## src/rtl/mem_stage_pkg.sv

```systemverilog
// Shared MEM-stage definitions: bus widths used by EXE, MEM and WB, and
// the packed layouts of the EXE->MEM and MEM->WB buses.
package mem_stage_pkg;

    localparam int unsigned MYCPU_EXE_TO_MEM_BUS_WD = 73;
    localparam int unsigned MYCPU_MEM_TO_WB_BUS_WD  = 70;

    typedef struct packed {
        logic        inst_ld_w;
        logic        inst_lu12i_w;
        logic        load_op;
        logic        gr_we;
        logic [4:0]  dest;
        logic [31:0] alu_result;
        logic [31:0] pc;
    } exe_to_mem_bus_t;

    typedef struct packed {
        logic        gr_we;
        logic [4:0]  dest;
        logic [31:0] final_result;
        logic [31:0] pc;
    } mem_to_wb_bus_t;

endpackage

```

## src/rtl/mem_rdata_hold.sv

```systemverilog
// Tracks the first cycle of MEM occupancy and keeps SRAM load data alive
// across WB back-pressure, since the SRAM only drives it for one cycle.
module mem_rdata_hold (
    input  logic        clk,
    input  logic        reset,
    input  logic        capture_i,
    input  logic        mem_valid_i,
    input  logic        load_op_i,
    input  logic        wb_allowin_i,
    input  logic [31:0] rdata_i,
    output logic        fresh_o,
    output logic [31:0] rdata_hold_o
);

    logic        fresh_q, fresh_d;
    logic [31:0] rdata_hold_q, rdata_hold_d;

    // Next-state: fresh follows each capture; hold grabs rdata only when a
    // fresh load is about to stall.
    always_comb begin
        fresh_d      = capture_i;
        rdata_hold_d = rdata_hold_q;
        if (fresh_q && mem_valid_i && load_op_i && !wb_allowin_i) begin
            rdata_hold_d = rdata_i;
        end
    end

    // State registers with synchronous active-high reset.
    always_ff @(posedge clk) begin
        if (reset) begin
            fresh_q      <= 1'b0;
            rdata_hold_q <= '0;
        end else begin
            fresh_q      <= fresh_d;
            rdata_hold_q <= rdata_hold_d;
        end
    end

    assign fresh_o      = fresh_q;
    assign rdata_hold_o = rdata_hold_q;

endmodule

```

## src/rtl/mem_stage.sv

```systemverilog
// MEM pipeline stage: single-entry buffer between EXE and WB, selects the
// final result (SRAM data for loads, ALU result otherwise) and exports
// bypass/hazard information.
module mem_stage
    import mem_stage_pkg::*;
#(
    parameter int unsigned EXE_TO_MEM_BUS_WD = MYCPU_EXE_TO_MEM_BUS_WD,
    parameter int unsigned MEM_TO_WB_BUS_WD  = MYCPU_MEM_TO_WB_BUS_WD
) (
    input  logic                         clk,
    input  logic                         reset,
    input  logic                         exe_to_mem_valid,
    input  logic [EXE_TO_MEM_BUS_WD-1:0] exe_to_mem_bus,
    output logic                         mem_allowin,
    input  logic                         wb_allowin,
    output logic                         mem_to_wb_valid,
    output logic [MEM_TO_WB_BUS_WD-1:0]  mem_to_wb_bus,
    input  logic [31:0]                  data_sram_rdata,
    output logic                         mem_fwd_valid,
    output logic [4:0]                   mem_fwd_dest,
    output logic [31:0]                  mem_fwd_result,
    output logic                         mem_fwd_is_load
);

    logic                         mem_valid_q, mem_valid_d;
    logic [EXE_TO_MEM_BUS_WD-1:0] bus_q, bus_d;
    logic                         capture;
    logic                         fresh;
    logic [31:0]                  rdata_hold;
    logic [31:0]                  final_result;
    exe_to_mem_bus_t              bus_s;
    mem_to_wb_bus_t               wb_s;
    logic                         unused_bus_bits;

    assign bus_s           = bus_q;
    assign unused_bus_bits = ^{bus_s.inst_ld_w, bus_s.inst_lu12i_w};

    // Handshake and next-state: ready_go is always 1, so MEM accepts whenever
    // it is empty or WB is draining it this cycle.
    always_comb begin
        mem_allowin = !mem_valid_q || wb_allowin;
        capture     = exe_to_mem_valid && mem_allowin;
        mem_valid_d = mem_allowin ? exe_to_mem_valid : mem_valid_q;
        bus_d       = capture ? exe_to_mem_bus : bus_q;
    end

    // Stage valid and bus register with synchronous active-high reset.
    always_ff @(posedge clk) begin
        if (reset) begin
            mem_valid_q <= 1'b0;
            bus_q       <= '0;
        end else begin
            mem_valid_q <= mem_valid_d;
            bus_q       <= bus_d;
        end
    end

    mem_rdata_hold u_rdata_hold (
        .clk          (clk),
        .reset        (reset),
        .capture_i    (capture),
        .mem_valid_i  (mem_valid_q),
        .load_op_i    (bus_s.load_op),
        .wb_allowin_i (wb_allowin),
        .rdata_i      (data_sram_rdata),
        .fresh_o      (fresh),
        .rdata_hold_o (rdata_hold)
    );

    // Result select: live SRAM data only in the first cycle, held copy after.
    always_comb begin
        if (bus_s.load_op) begin
            final_result = fresh ? data_sram_rdata : rdata_hold;
        end else begin
            final_result = bus_s.alu_result;
        end
    end

    assign wb_s.gr_we        = bus_s.gr_we;
    assign wb_s.dest         = bus_s.dest;
    assign wb_s.final_result = final_result;
    assign wb_s.pc           = bus_s.pc;

    assign mem_to_wb_valid = mem_valid_q;
    assign mem_to_wb_bus   = wb_s;

    assign mem_fwd_valid   = mem_valid_q && bus_s.gr_we && (bus_s.dest != 5'd0);
    assign mem_fwd_dest    = bus_s.dest;
    assign mem_fwd_result  = final_result;
    assign mem_fwd_is_load = mem_valid_q && bus_s.load_op;

endmodule

```

## config.mk

```make
export PLATFORM = sky130hd
export DESIGN_NAME = mem_stage
export DESIGN_NICKNAME = d
export VERILOG_FILES = /design/src/rtl/mem_stage_pkg.sv /design/src/rtl/mem_rdata_hold.sv /design/src/rtl/mem_stage.sv
export SDC_FILE = /design/constraint.sdc
export NUM_CORES = 1
export LEC_CHECK = 0
export BUFFER_PORTS_ARGS = -buffer_cell sky130_fd_sc_hd__buf_2
export CELL_PAD_IN_SITES_DETAIL_PLACEMENT = 0
export CELL_PAD_IN_SITES_GLOBAL_PLACEMENT = 1
export CORE_UTILIZATION = 39
export CTS_BUF_LIST = sky130_fd_sc_hd__clkbuf_8
export DETAILED_ROUTE_END_ITERATION = 8
export PLACE_DENSITY_LB_ADDON = 0.1
export SYNTH_ARGS = -nofsm -noshare
export SYNTH_HDL_FRONTEND = slang
export SYNTH_HIERARCHICAL = 1
export SYNTH_SLANG_ARGS = --single-unit
```

## constraint.sdc

```tcl
create_clock -name clk -period 1.42 [get_ports clk]
set_clock_uncertainty 0.05 [all_clocks]
set_input_delay 0.142 -clock clk [delete_from_list [all_inputs] [get_ports clk]]
set_output_delay 0.142 -clock clk [all_outputs]
set_load 0.01 [all_outputs]
```

==> impl_metrics.tcl <==
set metrics [dict create \
    worstPathArrival_ps 1530 \
    finalHoldViolCount 0 \
    post-route-period-util 1.211 \
    drv_cap 0 \
    io-pin-count 220 \
    drtPass1Iterations 4 \
    tightest_slew_ps 366.3 \
    detail_route.wl_per_cell_um 15.30 \
    netlist.area_leader.share 0.3274 \
    totalWireLength_mm 17.04 \
    slowest_delay_ps 450 \
    crit_fanout 6 \
    required_ps 1230 \
    grt_max_degree 53 \
    synth_cell_types 22 \
    drtIter0Drc 157 \
    cts_tree "yes" \
    antennaDiodeCount 0 \
    swShare 0.3019 \
    std_cell_rows 46 \
    setup_tns_ps -15800 \
    pwr-share-clk 0.280 \
    gr-total-overflow 0 \
    final_cell_area_mm2 0.008880 \
    ys.warnings.count 6 \
    clock_latency_ps 380 \
    hp-class "in2reg" \
    synth_fp_nets 765 \
    synth_commonest_cells "dfxtp_1, buf_4, nand2b_1" \
    yosysMostFrequentCell "dfxtp_1" \
    synth_cells 656 \
    p_seq_frac 0.453 \
    final_util 0.5550 \
    grt_setup_unrepaired "yes" \
    cts_num_sinks 105 \
    cp_slowest_cell "dfxtp_4" \
    finalPower_mw 6.951 \
    grt_pass1_wl_mm 25.52 \
    violations "negative setup slack" \
    area_growth_pct 38.29 \
    dp_hpwl_mm 10.56 \
    seq_area_frac_synth 0.3274 \
    p_comb_frac 0.267 \
    finalMaxSlewViolations 0 \
    gp_congestion 0.7302 \
    grt_pass1_vias 5077 \
    cts_root_buffer "clkbuf_8" \
    synthTopCellsByArea "dfxtp_1, buf_4, mux2i_1" \
    clockBufferDepth 2 \
    async_flop_share 0 \
    vias 5254 \
    antenna_found_initial 0 \
    numCtsBuffers 9 \
    synthFlopType "dfxtp_1" \
    gr-usage-all-layers 0.1919 \
    initial_core_util 0.4013 \
    syn-mean-instance-area_um2 9.788 \
    via_per_inst 4.716 \
    layout-drive-gt1-share 0.4889 \
    vdd_drop_max_uv 607.4 \
    post-route-min-period_ps 1720 \
    setup_ws_ps -299.8 \
    crit_path_cell_trace "clkbuf_16 > mux2i_4 > a21oi_2 > buf_2" \
    p_sw_mw 2.098 \
    synth_edf_count 0 \
    drc 0 \
    fmax_ghz 0.5815 \
    ys_ff_latch 105 \
    die-area_mm2 0.01698 \
    critical_path_class "reg2out" \
    postRouteAntennaNets 0 \
    crit_path_start_kind "register" \
    nets 1002 \
    p_per_area_mw_per_mm2 782.8 \
    synth_top_area_cell "dfxtp_1" \
    syn_area_mm2 0.006421 \
    finalSetupViolations 65 \
    cts.clk_slew.worst_paths_ps 110 \
    dp_slack_ps 1.305 \
    dpl_cell_area_mm2 0.007074 \
    cp-end-kind "output port" \
    port_buffers 217 \
    outcome "finished with violations" \
    slew_headroom 0.7558 \
    internal_power_mw 4.853 \
    die_w_um 130.3 \
    coreArea_mm2 0.01600 \
    die_y_um 130.3 \
    power.leakage_nw 3.682 \
    h-tree-depth 3 \
]
## cells in the final DEF, fill, tap and decap left out, types with 2 or more instances in the layout
cell type / count
mux2i_2: 8
clkbuf_8: 9
clkinv_4: 3
a21oi_2: 76
a21bo_2: 10
and2_1: 2
clkbuf_16: 4
buf_12: 13
mux2i_1: 43
dfxtp_4: 3
nand3_2: 50
dfxtp_1: 100
nor2_1: 32
inv_1: 2
buf_4: 22
mux2i_4: 13
buf_16: 2
nand2b_1: 64
dfxtp_2: 2
dlygate4sd3_1: 103
a21oi_1: 28
a21bo_1: 61
nand3_1: 21
buf_2: 215
buf_6: 2
## cell families (layout without fill, tap and decap cells)
group | Yosys count | after routing | synth area share
buf+inv | 138 | 380 | 0.1656
mux | 64 | 64 | 0.09977
simple gates | 173 | 173 | 0.1818
flops | 105 | 105 | 0.3274
compound gates | 176 | 176 | 0.2254
## layout make-up
cell class | instances | area, µm²
repair buffers | 363 | 2758
fillers | 1524 | 7121
well taps | 216 | 270.3
inverters | 1 | 3.754
flip-flops and latches | 105 | 2116
clock inverters | 7 | 72.57
multi-input cells | 413 | 3536
clock buffers | 9 | 123.9
## timing repair
action,in CTS,in global routing
pin swaps,7,17
hold endpoints to repair,103,0
gates resized for setup,30,45
endpoints found under the setup margin,73,78
setup buffers,7,4
gates cloned,3,4
hold buffers,103,0
## critical path: cells and delay by family (launching register included)
kind,cells,cell delay [ps]
multiplexers,1,250
buffers and inverters,2,350
flip-flops,1,450
AO/OA/AOI/OAI,1,80
## power by group through the flow
stage	Clock (mW)	Combinational (mW)	Sequential [mW]
floorplan	0	1.12	3.18
global placement	0	1.43	3.20
detailed placement	0	1.45	3.21
CTS	2.04	1.77	3.14
global route	2.15	2.02	3.17
finish	1.95	1.86	3.15
## through the flow
step	cells	hold WS, ps
floorplan	656	235.5
global placement	979	349.8
detailed placement	979	354.0
CTS	1108	58.52
global route	1114	71.80
finish	1114	94.74
## final timing paths
check                                                   start                            end  slack [ps]  depth (start not counted)
worst max-delay path                     u_rdata_hold/fresh_o              mem_fwd_result[7]        -300                          4
worst min-delay path                         exe_to_mem_valid                      bus_q[20]          90                          3
worst min register to register  u_rdata_hold/rdata_hold_o[30]  u_rdata_hold/rdata_hold_o[30]         430                          2
worst max register to register                      bus_q[70]  u_rdata_hold/rdata_hold_o[10]          10                          4
## flip-flops by register name, indices dropped and copies added, names as in the netlist
register / count
bus_q: 71
u_rdata_hold/rdata_hold_o: 32
mem_to_wb_valid: 1
u_rdata_hold/fresh_o: 1
## metal layers
layer / GRT usage / wire length [µm] / up-vias
li1: - / - / 2650
met1: 0.2547 / 7976 / 2464
met2: 0.3048 / 8114 / 127
met3: 0.05740 / 803 / 13
met4: 0.04378 / 145 / 0
met5: 0 / 0 / -
Note: power is estimated with default switching activity, not from simulation.
